<file path="src/rtl/cache_fill_if.sv">
// cache_fill_if: bundles the CPU miss check, the RAM burst port and the cache
// line-store port of the line-fill controller.
// Ports: cpu_strobe/cpu_addr/hit/flush (CPU side), ram_req/ram_addr/ram_ack/
//   ram_valid/ram_din (RAM arbiter), cache_addr/din64/store/store_ack (cache),
//   busy/fill_err (status). master = controller view, slave = environment view.
interface cache_fill_if;
  logic        cpu_strobe;
  logic [22:0] cpu_addr;
  logic        hit;
  logic        flush;
  logic        ram_req;
  logic [22:0] ram_addr;
  logic        ram_ack;
  logic        ram_valid;
  logic [15:0] ram_din;
  logic [22:0] cache_addr;
  logic [63:0] din64;
  logic        store;
  logic        store_ack;
  logic        busy;
  logic        fill_err;

  modport master (
    input  cpu_strobe, cpu_addr, hit, flush,
    input  ram_ack, ram_valid, ram_din, store_ack,
    output ram_req, ram_addr, cache_addr, din64, store, busy, fill_err
  );

  modport slave (
    output cpu_strobe, cpu_addr, hit, flush,
    output ram_ack, ram_valid, ram_din, store_ack,
    input  ram_req, ram_addr, cache_addr, din64, store, busy, fill_err
  );
endinterface

</file>
<file path="src/rtl/cache_fill.sv">
// Purpose: on a CPU read miss, fetch the aligned 4-word line as a 16-bit burst and hand it to the cache.
// Latency: miss->ram_req 1 cycle, last word->store 1 cycle, store_ack->store low 1 cycle, 2-cycle guard after.
// Backpressure: ram_req held until ram_ack, store held until store_ack; bounded by TIMEOUT, abortable by flush.
// Ports: clk_128 (clock), reset_n (async active-low), bus (cache_fill_if.master: CPU miss
//   inputs, RAM burst request/data, cache line store, busy/fill_err status).
module cache_fill #(
  parameter int TIMEOUT = 255
) (
  input logic          clk_128,
  input logic          reset_n,
  cache_fill_if.master bus
);

  localparam int TW = (TIMEOUT < 2) ? 1 : $clog2(TIMEOUT + 1);
  localparam logic [TW-1:0] TMO_LAST = TW'(TIMEOUT - 1);

  typedef enum logic [2:0] {
    IDLE  = 3'd0,
    REQ   = 3'd1,
    BURST = 3'd2,
    STORE = 3'd3,
    GUARD = 3'd4
  } state_t;

  state_t      state;
  logic [1:0]  cnt;        // next burst word slot
  logic        guard_cnt;  // second guard cycle
  logic [TW-1:0] tmo;      // cycles spent in REQ/BURST for this fill
  logic [22:0] line_addr;
  logic [63:0] line_dat;
  logic        ram_req_r;
  logic        store_r;
  logic        busy_r;
  logic        fill_err_r;

  // Word addressing within the line comes from the burst counter, not the CPU.
  logic unused_addr_lsb;
  assign unused_addr_lsb = ^bus.cpu_addr[1:0];

  // The tmo compare is taken from the current count, so the abort lands
  // exactly TIMEOUT cycles after ram_req rose.
  logic expired;
  logic last_word;
  assign expired   = (tmo == TMO_LAST);
  assign last_word = bus.ram_valid && (cnt == 2'd3);

  assign bus.ram_req    = ram_req_r;
  assign bus.ram_addr   = line_addr;
  assign bus.cache_addr = line_addr;
  assign bus.din64      = line_dat;
  assign bus.store      = store_r;
  assign bus.busy       = busy_r;
  assign bus.fill_err   = fill_err_r;

  always_ff @(posedge clk_128 or negedge reset_n) begin
    if (!reset_n) begin
      state      <= IDLE;
      cnt        <= 2'd0;
      guard_cnt  <= 1'b0;
      tmo        <= '0;
      line_addr  <= 23'd0;
      line_dat   <= 64'd0;
      ram_req_r  <= 1'b0;
      store_r    <= 1'b0;
      busy_r     <= 1'b0;
      fill_err_r <= 1'b0;
    end else begin
      fill_err_r <= 1'b0;
      case (state)
        IDLE: begin
          // ram_valid stragglers after a flush land here and are dropped.
          if (bus.cpu_strobe && !bus.hit) begin
            line_addr <= {bus.cpu_addr[22:2], 2'b00};
            cnt       <= 2'd0;
            tmo       <= '0;
            ram_req_r <= 1'b1;
            busy_r    <= 1'b1;
            state     <= REQ;
          end
        end

        REQ: begin
          // ram_valid is ignored here, including in the ram_ack cycle.
          if (bus.flush) begin
            ram_req_r <= 1'b0;
            busy_r    <= 1'b0;
            state     <= IDLE;
          end else if (expired) begin
            ram_req_r  <= 1'b0;
            busy_r     <= 1'b0;
            fill_err_r <= 1'b1;
            state      <= IDLE;
          end else begin
            tmo <= tmo + 1'b1;
            if (bus.ram_ack) begin
              ram_req_r <= 1'b0;
              state     <= BURST;
            end
          end
        end

        BURST: begin
          if (bus.flush) begin
            busy_r <= 1'b0;
            state  <= IDLE;
          end else if (last_word) begin
            // The 4th word beats a coincident timeout.
            line_dat[{cnt, 4'b0000} +: 16] <= bus.ram_din;
            cnt     <= 2'd0;
            store_r <= 1'b1;
            state   <= STORE;
          end else if (expired) begin
            busy_r     <= 1'b0;
            fill_err_r <= 1'b1;
            state      <= IDLE;
          end else begin
            tmo <= tmo + 1'b1;
            if (bus.ram_valid) begin
              line_dat[{cnt, 4'b0000} +: 16] <= bus.ram_din;
              cnt <= cnt + 2'd1;
            end
          end
        end

        STORE: begin
          // A flush alongside store_ack still lets the cache take the line,
          // but skips the guard and returns straight to IDLE.
          if (bus.flush) begin
            store_r <= 1'b0;
            busy_r  <= 1'b0;
            state   <= IDLE;
          end else if (bus.store_ack) begin
            store_r   <= 1'b0;
            guard_cnt <= 1'b0;
            state     <= GUARD;
          end
        end

        GUARD: begin
          // Gives the cache's registered tag compare time to reflect the new
          // line before the next miss check.
          if (guard_cnt) begin
            guard_cnt <= 1'b0;
            busy_r    <= 1'b0;
            state     <= IDLE;
          end else begin
            guard_cnt <= 1'b1;
          end
        end

        default: begin
          ram_req_r <= 1'b0;
          store_r   <= 1'b0;
          busy_r    <= 1'b0;
          state     <= IDLE;
        end
      endcase
    end
  end

endmodule
</file>
<file path="src/flat_wrapper.sv">
// flat-port wrapper written by rule: the top's interface ports become plain ports
module cache_fill_flat 
#(
  parameter int TIMEOUT = 255
)
  (clk_128, reset_n, bus_cpu_strobe, bus_cpu_addr, bus_hit, bus_flush, bus_ram_ack, bus_ram_valid, bus_ram_din, bus_store_ack, bus_ram_req, bus_ram_addr, bus_cache_addr, bus_din64, bus_store, bus_busy, bus_fill_err);
  cache_fill_if bus_i ();
  input logic clk_128;
  input logic reset_n;
  input wire logic [$bits(bus_i.cpu_strobe)-1:0] bus_cpu_strobe;
  input wire logic [$bits(bus_i.cpu_addr)-1:0] bus_cpu_addr;
  input wire logic [$bits(bus_i.hit)-1:0] bus_hit;
  input wire logic [$bits(bus_i.flush)-1:0] bus_flush;
  input wire logic [$bits(bus_i.ram_ack)-1:0] bus_ram_ack;
  input wire logic [$bits(bus_i.ram_valid)-1:0] bus_ram_valid;
  input wire logic [$bits(bus_i.ram_din)-1:0] bus_ram_din;
  input wire logic [$bits(bus_i.store_ack)-1:0] bus_store_ack;
  output wire logic [$bits(bus_i.ram_req)-1:0] bus_ram_req;
  output wire logic [$bits(bus_i.ram_addr)-1:0] bus_ram_addr;
  output wire logic [$bits(bus_i.cache_addr)-1:0] bus_cache_addr;
  output wire logic [$bits(bus_i.din64)-1:0] bus_din64;
  output wire logic [$bits(bus_i.store)-1:0] bus_store;
  output wire logic [$bits(bus_i.busy)-1:0] bus_busy;
  output wire logic [$bits(bus_i.fill_err)-1:0] bus_fill_err;
  assign bus_i.cpu_strobe = bus_cpu_strobe;
  assign bus_i.cpu_addr = bus_cpu_addr;
  assign bus_i.hit = bus_hit;
  assign bus_i.flush = bus_flush;
  assign bus_i.ram_ack = bus_ram_ack;
  assign bus_i.ram_valid = bus_ram_valid;
  assign bus_i.ram_din = bus_ram_din;
  assign bus_i.store_ack = bus_store_ack;
  assign bus_ram_req = bus_i.ram_req;
  assign bus_ram_addr = bus_i.ram_addr;
  assign bus_cache_addr = bus_i.cache_addr;
  assign bus_din64 = bus_i.din64;
  assign bus_store = bus_i.store;
  assign bus_busy = bus_i.busy;
  assign bus_fill_err = bus_i.fill_err;
  cache_fill #(.TIMEOUT(TIMEOUT)) u_core (.clk_128(clk_128), .reset_n(reset_n), .bus(bus_i));
endmodule
</file>
<file path="config.mk">
export PLATFORM = sky130hd
export DESIGN_NAME = cache_fill_flat
export DESIGN_NICKNAME = d
export VERILOG_FILES = /design/src/rtl/cache_fill_if.sv /design/src/rtl/cache_fill.sv /design/src/flat_wrapper.sv
export SDC_FILE = /design/constraint.sdc
export NUM_CORES = 1
export LEC_CHECK = 0
export BUFFER_PORTS_ARGS = -buffer_cell sky130_fd_sc_hd__clkbuf_2
export CAP_MARGIN = 20
export CELL_PAD_IN_SITES_DETAIL_PLACEMENT = 0
export CELL_PAD_IN_SITES_GLOBAL_PLACEMENT = 2
export CORE_MARGIN = 2
export CORE_UTILIZATION = 26
export CTS_CLUSTER_DIAMETER = 200
export DETAILED_ROUTE_END_ITERATION = 12
export PLACE_DENSITY = 0.73
export SYNTH_ARGS = -nofsm -noshare
export SYNTH_HDL_FRONTEND = slang
export SYNTH_SLANG_ARGS = --single-unit
</file>
<file path="constraint.sdc">
create_clock -name clk_128 -period 1.7 [get_ports clk_128]
set_input_delay 0.085 -clock clk_128 [delete_from_list [all_inputs] [get_ports clk_128]]
set_output_delay 0.085 -clock clk_128 [all_outputs]
set_load 0.02 [all_outputs]
</file>
Word-level counts from Yosys, hierarchy flattened
Index checks and enable logic that the tools add are counted.

$add $sub $neg: 3. Eq/ne operators: 22. Shift operators: 2. Multiplexer cells: 52. Bitwise gates (word level): 3. Reductions and logical operators: 19.

Operator list (number): 64-bit two-way mux (3); 64-bit bitwise mux (1); 16-bit by 8-bit variable shift with 64-bit output, first input constant (1); 16-bit by 8-bit variable part select with 64-bit output (1); 8-bit two-way mux (5); 3-bit two-way mux (10); 8-bit one-hot mux with 3 select lines (1); 1-bit two-way mux (20); 3-bit one-hot mux with 5 select lines (1); 5-bit AND reduction (3); 2-bit != test, second input constant (7); 4-bit AND reduction (3); 2-bit two-way mux (5); 3-bit != test, second input constant (3); 8-bit by 1-bit adder with 8-bit output, second input constant (1); 8-bit equality test, second input constant (1); 6-bit negation with 8-bit output (1); 3-bit by 2-bit equality test with 1-bit output, second input constant (2); 2-bit by 1-bit != test with 1-bit output, second input constant (3); 1-bit one-hot mux with 3 select lines (2); 3-bit AND reduction (2); 2-bit nonzero test (3); 3-bit OR reduction (2); 1-bit one-hot mux with 5 select lines (1); 15 further kinds (19).

Register bits: 103. Output and inout bits: 114.

Logic depth before layout (Yosys ltp)
Gate-level depths: netlist of run 1.

Depth in word-level cells: 6. Mapped depth: 8. Depth with buffers taken out: 7.

Worst setup path before layout of run 1
OpenSTA, ideal clock, no wires.

Kind: flip-flop to flip-flop. Start: register u_core.cnt[0]. End: register u_core.line_dat[28], in the netlist u_core.bus.din64[28]. Setup time: 83 ps. Arrival time: 1788 ps. Slack: -171 ps. Stages on the path, launching flop included: 8. Path buffers: 1. Period minus slack after synthesis: 1871 ps. Path through: dfrtp_1 > inv_2 > ha_1 > inv_1 > nor3_1 > clkbuf_1 > nand2_1 > o21ai_0.

Longest elaborated chain between the ends: 6. Elaborated cells on any way between the ends: 12. Those cells by class: add/sub: 1; eq/ne: 2; shift: 2; mux: 4; reduce/logical: 3.

RTL lines: start: declaration (RTL line cache_fill.sv:26) `logic [1:0] cnt;`; start signal: assignment (RTL line cache_fill.sv:120) `cnt <= cnt + 2'd1;`; 6-bit negation with 8-bit output (RTL line cache_fill.sv:108, cache_fill.sv:119); 16-bit by 8-bit variable part select with 64-bit output / 16-bit by 8-bit variable shift with 64-bit output (equally long branches) (RTL line cache_fill.sv:108, cache_fill.sv:119); 64-bit bitwise mux (RTL line cache_fill.sv:108, cache_fill.sv:119); 64-bit two-way mux (RTL line cache_fill.sv:118) `if (bus.ram_valid) begin`; 64-bit two-way mux (RTL line cache_fill.sv:112) `end else if (expired) begin`; 64-bit two-way mux (RTL line cache_fill.sv:106) `end else if (last_word) begin`; end signal: indexed assignment (RTL line cache_fill.sv:108) `line_dat[{cnt, 4'b0000} +: 16] <= bus.ram_din;`; end signal: indexed assignment (RTL line cache_fill.sv:119) `line_dat[{cnt, 4'b0000} +: 16] <= bus.ram_din;`; end: declaration (RTL line cache_fill.sv:30) `logic [63:0] line_dat;`.

Several ways; a longest one is shown, not always the timed one. The select of a mux whose other input is x is not followed. A chain may end at the register's enable or synchronous reset.

Worst setup path after layout of run 1
Start: register u_core.tmo[0]. End: register u_core.tmo[7].

Longest elaborated chain between the ends: 5. Elaborated cells on any way between the ends: 7. Those cells by class: add/sub: 1; eq/ne: 1; mux: 5.

RTL lines: start: declaration (RTL line cache_fill.sv:28) `logic [TW-1:0] tmo;`; start signal: assignment (RTL line cache_fill.sv:94) `tmo <= tmo + 1'b1;`; start signal: assignment (RTL line cache_fill.sv:117) `tmo <= tmo + 1'b1;`; 8-bit by 1-bit adder with 8-bit output / 8-bit equality test (equally long branches) (RTL line cache_fill.sv:94, cache_fill.sv:117, cache_fill.sv:44); 8-bit two-way mux (*) (RTL line cache_fill.sv:88, cache_fill.sv:112); 8-bit two-way mux (RTL line cache_fill.sv:106); 8-bit two-way mux (RTL line cache_fill.sv:103) `if (bus.flush) begin`; 8-bit one-hot mux with 3 select lines (*) (RTL line cache_fill.sv:69) `case (state)`.

Mark *: on every way between the ends. The rest lies on a longest branch, timed or not. The select of a mux whose other input is x is not followed.

==> impl_metrics.json, run 1 <==
{
  "clock_sinks": 103,
  "end_kind": "flip-flop",
  "grt_pass1_wl_microns": 20870,
  "r2r_start": "u_core.tmo[0]",
  "pre_cts_slack_ns": -0.05370,
  "r2r-end": "u_core.tmo[7]",
  "routedWlPerCell_microns": 14.15,
  "min_to": "u_core.bus.din64[42]",
  "dpl.hpwl_microns": 10020,
  "outcome": "finished with violations",
  "drc": 0,
  "holdPathStages": 3,
  "path_max_fanout": 5,
  "grt_overflow": 0,
  "min_path_type": "in2reg",
  "switching_share": 0.4058,
  "clk_pin_slew_ns": 0.07,
  "vias": 4133,
  "post_synth_num_cell_types": 44,
  "worstSetupPathType": "reg2reg",
  "core_area_sq_um": 17360,
  "hold_start": "bus_ram_din[10]",
  "syn_area_sq_um": 4639,
  "yosys_warnings": 0,
  "cts-root-buf": "clkbuf_16",
  "violations": "setup timing",
  "rsz0062_at_grt": "yes",
  "grt_antenna_before_repair": 0,
  "finClkSkew_ns": 0.009672,
  "dr.pass1.iters": 4,
  "die_w_microns": 137.6,
  "num_io_pins": 161,
  "cp_cell_sequence": "inv_2, ha_2, and3_4, a21o_4, or4_4, nand3_4, o311ai_4",
  "routed_via_density": 4.378,
  "wirelength_microns": 13350,
  "die-area_sq_um": 18930,
  "finalCritPeriodShare": 1.021,
  "final.setup.worst_slack_ns": -0.03646,
  "cts_tree": "done",
  "slowest_delay_ns": 0.46,
  "drive_above_1_share": 0.3366,
  "layout_common_cells": "nand2_1, clkbuf_2, dfrtp_1, o21ai_0, buf_4",
  "cts_buffers": 9,
  "arrival_ns": 1.96,
  "max-cap-violations": 0,
  "internal_power_mw": 5.691,
  "diodes": 0,
  "ant_nets": 0,
  "pwr-share-seq": 0.353,
  "clock.fmax_mhz": 575.9,
  "drtIter0Drc": 202,
  "fin_nets": 768,
  "cts.path.max_buffers": 2,
  "dieHeight_microns": 137.6,
  "reg2reg_slack_ns": -0.04,
  "syn2layout_area_growth_pct": 40.13,
  "clk_latency_ns": 0.35,
  "ys_seq_area_frac": 0.5556,
  "grt.total_usage": 0.1442,
  "switching_power_mw": 3.886,
  "io_buffer_count": 154,
  "cp_data_required_time_ns": 1.92,
  "final_common_cell": "nand2_1",
  "finalSetupViolCount": 2,
  "hold_viol": 0,
  "start_util": 0.2673,
  "grt_pass1_vias": 4014,
  "grt_max_degree": 41,
  "fin_crit_ns": 1.736,
  "pwr-share-clk": 0.226,
  "num_rows": 48,
  "drv_slew": 0,
  "cts_max_level": 3,
  "fin_cells": 944,
  "fillCellCount": 1825,
  "dpl.cell_count": 898,
  "place_congestion": 0.8255,
  "yosys_register_bits": 103,
  "syn_inst": 531,
  "ir_drop_v": 0.0005982,
  "leakage_nw": 3.209,
  "r2r_cells": 7,
  "power_density_nw_per_um2": 1473,
  "final_area_sq_um": 6501,
  "crit_path_start_kind": "flip-flop",
  "place_area_sq_um": 5793,
  "p_total_mw": 9.578,
  "combPwrFrac": 0.421,
  "crit_slowest_cell": "or4_4",
  "syn_area_per_cell_sq_um": 8.737
}
layer usage:
| metal | wire length (microns) | part of all wire | vias to the layer above | global-route usage |
|---|---|---|---|---|
| met5 | 0 | 0 | - | 0 |
| met3 | 410 | 0.031 | 11 | 0.01987 |
| met4 | 232 | 0.017 | 0 | 0.06186 |
| met2 | 6843 | 0.51 | 78 | 0.2452 |
| li1 | - | - | 2078 | - |
| met1 | 5866 | 0.44 | 1966 | 0.1831 |
worst max-delay path, delay by kind of cell (launching register included):
family | cells | cell delay (ns)
buf+inv | 1 | 0.05
flops | 1 | 0.36
simple gates | 3 | 0.74
fa+ha+maj | 1 | 0.17
compound gates | 2 | 0.30
state kept, by name, summed over array words and instances (netlist names):
signal and flops:
u_core.bus.fill_err 1, u_core.bus.busy 1, u_core.guard_cnt 1, u_core.bus.store 1, u_core.bus.cache_addr 21, u_core.tmo 8
u_core.bus.din64 64, u_core.cnt 2, u_core.bus.ram_req 1, u_core.state 3
what timing repair did:
action,4_1_cts,5_1_grt
resized for setup,4,30
endpoints found under the hold margin,56,0
gates cloned,0,1
buffers inserted,1,4
hold buffers,24,0
pin swaps,0,2
setup endpoints to repair,4,87
through the flow:
stage | util | hold WS [ns] | TNS [ns]
5_1_grt | 0.3746 | 0.01581 | -4.058
4_1_cts | 0.3663 | 0.004869 | -0.04633
6_report | 0.3746 | 0.003519 | -0.04505
3_3_place_gp | 0.3338 | 0.07891 | 0
2_1_floorplan | - | -0.2106 | -0.2867
3_5_place_dp | 0.3338 | 0.07946 | -0.08412
power groups by stage:
stage | registers (mW) | logic (mW) | clock network, mW
after global placement | 3.40 | 3.69 | 0
final | 3.38 | 4.03 | 2.17
after global routing | 3.47 | 4.44 | 2.34
after CTS | 3.38 | 3.82 | 2.23
after detailed placement | 3.43 | 3.73 | 0
after floorplan | 3.86 | 2.06 | 0
area by class of cell:
cell class              instances  area [sq um]  share of cell area
well taps                     225         281.5             0.04330
clock buffers                  11         242.7             0.03734
inverters                      10         37.54            0.005774
flip-flops and latches        103          2581              0.3970
repair buffers                221          1439              0.2213
multi-input cells             369          1857              0.2856
clock inverters                 5         62.56            0.009623
cell families after synthesis:
| logic type | synth area share |
|---|---|
| compound gates | 0.1216 |
| other cells | 0.0008083 |
| flops | 0.5556 |
| mux | 0.002158 |
| buf+inv | 0.07308 |
| simple gates | 0.2241 |
| fa+ha+maj | 0.01888 |
| xor+xnor | 0.003776 |
worst max-delay path by stage:
stage / from / depth (start not counted) / slack [ns] / end
floorplan: u_core.cnt[0] / 7 / -0.01 / u_core.bus.din64[28]
global placement: u_core.tmo[0] / 7 / 0.007 / u_core.tmo[7]
detailed placement: u_core.tmo[0] / 6 / -0.05 / u_core.tmo[7]
CTS: u_core.tmo[0] / 6 / -0.03 / u_core.tmo[7]
global route: u_core.cnt[1] / 7 / -0.11 / u_core.tmo[4]
finish: u_core.tmo[0] / 7 / -0.04 / u_core.tmo[7]
cells in the mapped netlist:
master,number,area share
nand2_1,210,0.17
buf_6,1,0.0024
xnor2_1,2,0.0038
or4_4,1,0.0024
and3_2,1,0.0016
inv_1,9,0.0073
nor4_1,1,0.0013
nand4_1,2,0.0027
o311ai_0,1,0.0019
clkbuf_1,22,0.018
dfrtp_1,103,0.56
buf_2,4,0.0043
a221oi_1,2,0.0038
mux2i_1,1,0.0022
a21oi_1,7,0.0076
a22oi_1,1,0.0016
conb_1,1,0.00081
and2_1,3,0.0040
nor3_1,6,0.0065
nor2b_1,3,0.0040
o211ai_1,1,0.0016
o22ai_1,4,0.0054
a311o_1,1,0.0022
a2111o_1,1,0.0024
nand2b_1,3,0.0040
o2111ai_1,1,0.0019
inv_2,1,0.00081
a21oi_2,1,0.0019
a21o_1,1,0.0016
nor2_1,9,0.0073
o21ai_0,70,0.076
o311ai_2,1,0.0035
nand3_1,13,0.014
ha_1,7,0.019
a31o_2,1,0.0019
and3_1,2,0.0027
and4_1,1,0.0019
a2111oi_0,1,0.0019
a31oi_1,2,0.0027
o31ai_1,1,0.0016
o21a_1,1,0.0016
buf_4,25,0.040
o21ai_1,1,0.0011
nor3b_1,1,0.0016
Note: power is estimated with default switching activity, not from simulation.
==> run 2: changes to the inputs <==
PLACE_DENSITY = unset   (was 0.73)
PLACE_DENSITY_LB_ADDON = 0.1   (was unset)
==> impl_metrics.json, run 2 (synthesis results as in run 1) <==
{
  "outcome": "finished with violations",
  "violations": "setup timing",
  "end_kind": "flip-flop",
  "place_congestion": 0.7801,
  "syn2layout_area_growth_pct": 40.75,
  "drtIter0Drc": 167,
  "drv_slew": 0,
  "ir_drop_v": 0.0009350,
  "die-area_sq_um": 18930,
  "num_io_pins": 161,
  "crit_path_start_kind": "flip-flop",
  "power_density_nw_per_um2": 1456,
  "routed_via_density": 4.367,
  "cts.path.max_buffers": 2,
  "grt_pass1_vias": 3961,
  "clock.fmax_mhz": 577.6,
  "reg2reg_slack_ns": -0.03,
  "dpl.hpwl_microns": 10110,
  "fin_nets": 766,
  "hold_viol": 0,
  "finClkSkew_ns": 0.004263,
  "rsz0062_at_grt": "yes",
  "clk_latency_ns": 0.35,
  "dieHeight_microns": 137.6,
  "final.setup.worst_slack_ns": -0.03140,
  "arrival_ns": 1.95,
  "ant_nets": 0,
  "diodes": 0,
  "worstSetupPathType": "reg2reg",
  "fillCellCount": 1832,
  "clock_sinks": 103,
  "min_path_type": "in2reg",
  "fin_setup_tns_ns": -0.03140,
  "cts_buffers": 9,
  "wirelength_microns": 13510,
  "die_w_microns": 137.6,
  "cts-root-buf": "clkbuf_16",
  "largest_register_ffs": 64,
  "start_util": 0.2673,
  "grt_max_degree": 42,
  "num_rows": 48,
  "clk_pin_slew_ns": 0.07,
  "grt.total_usage": 0.1416,
  "layout_common_cells": "nand2_1, clkbuf_2, dfrtp_1, o21ai_0, buf_4",
  "drive_above_1_share": 0.3305,
  "drc": 0,
  "fin_crit_ns": 1.731,
  "vias": 4114,
  "cts_max_level": 3,
  "leakage_nw": 3.233,
  "pre_cts_slack_ns": -0.01621,
  "grt_antenna_before_repair": 0,
  "dr.pass1.iters": 4,
  "cp_data_required_time_ns": 1.92,
  "finalSetupViolCount": 1,
  "finalCritPeriodShare": 1.018,
  "max-cap-violations": 0,
  "path_max_fanout": 5,
  "io_buffer_count": 154,
  "hold_slack_ns": 0.01485,
  "final_common_cell": "nand2_1",
  "post-route-util": 0.3762,
  "grt_pass1_wl_microns": 20640,
  "cts_tree": "done",
  "grt_overflow": 0,
  "routedWlPerCell_microns": 14.34,
  "core_area_sq_um": 17360
}
## run 2: what timing repair did
action | CTS | global route
setup buffers | 0 | 3
cloned | 0 | 1
pin swaps | 0 | 4
resized for setup | 2 | 28
endpoints found under the hold margin | 48 | 0
hold buffers | 24 | 0
endpoints found under the setup margin | 2 | 89
## run 2: per-stage QoR
stage	cell area, sq um	std cells	total power [mW]
floorplan	4683	534	5.926
detailed placement	5843	898	7.247
finish	6530	942	9.506
global route	6530	942	10.17
global placement	5843	898	7.205
CTS	6392	938	9.527
## run 2: path summary, 6_finish.rpt
| path | start | cells past startpoint | end |
|---|---|---|---|
| setup / recovery | u_core.tmo[1] | 6 | u_core.tmo[7] |
| max in group asynchronous | reset_n | 3 | u_core.state[1] |
| min in group asynchronous | reset_n | 2 | u_core.bus.cache_addr[6] |
| setup reg to reg | u_core.tmo[1] | 6 | u_core.tmo[7] |
| hold reg to reg | u_core.bus.din64[43] | 2 | u_core.bus.din64[43] |
| hold / removal | bus_ram_din[3] | 3 | u_core.bus.din64[35] |
## run 2: layer usage
layer,GRT usage,share of wire,wire (microns)
met1,0.1823,0.46,6166
met2,0.2391,0.49,6639
met3,0.02281,0.040,542
met4,0.05326,0.012,163
met5,0,0,0
## run 2: cell type report
type	count	area, sq um	share of cell area
Sequential cell	103	2579	0.3949
Multi-Input combinational cell	369	1859	0.2847
Timing Repair Buffer	219	1466	0.2246
Tap cell	225	281.5	0.04311
Clock buffer	11	252.7	0.03870
Clock inverter	5	53.80	0.008239
Inverter	10	37.54	0.005748
## run 2: worst max-delay path: stages, from the launching register on
cell and delay (ns):
dfrtp_1 0.41, ha_4 0.16, and3_4 0.16, a21o_1 0.21, or4_4 0.47, nand3_4 0.11
o311ai_4 0.08
## run 2: power breakdown
part	switching, mW	internal (mW)
clock	0.953	1.22
sequential	0.378	2.94
combinational	2.48	1.53
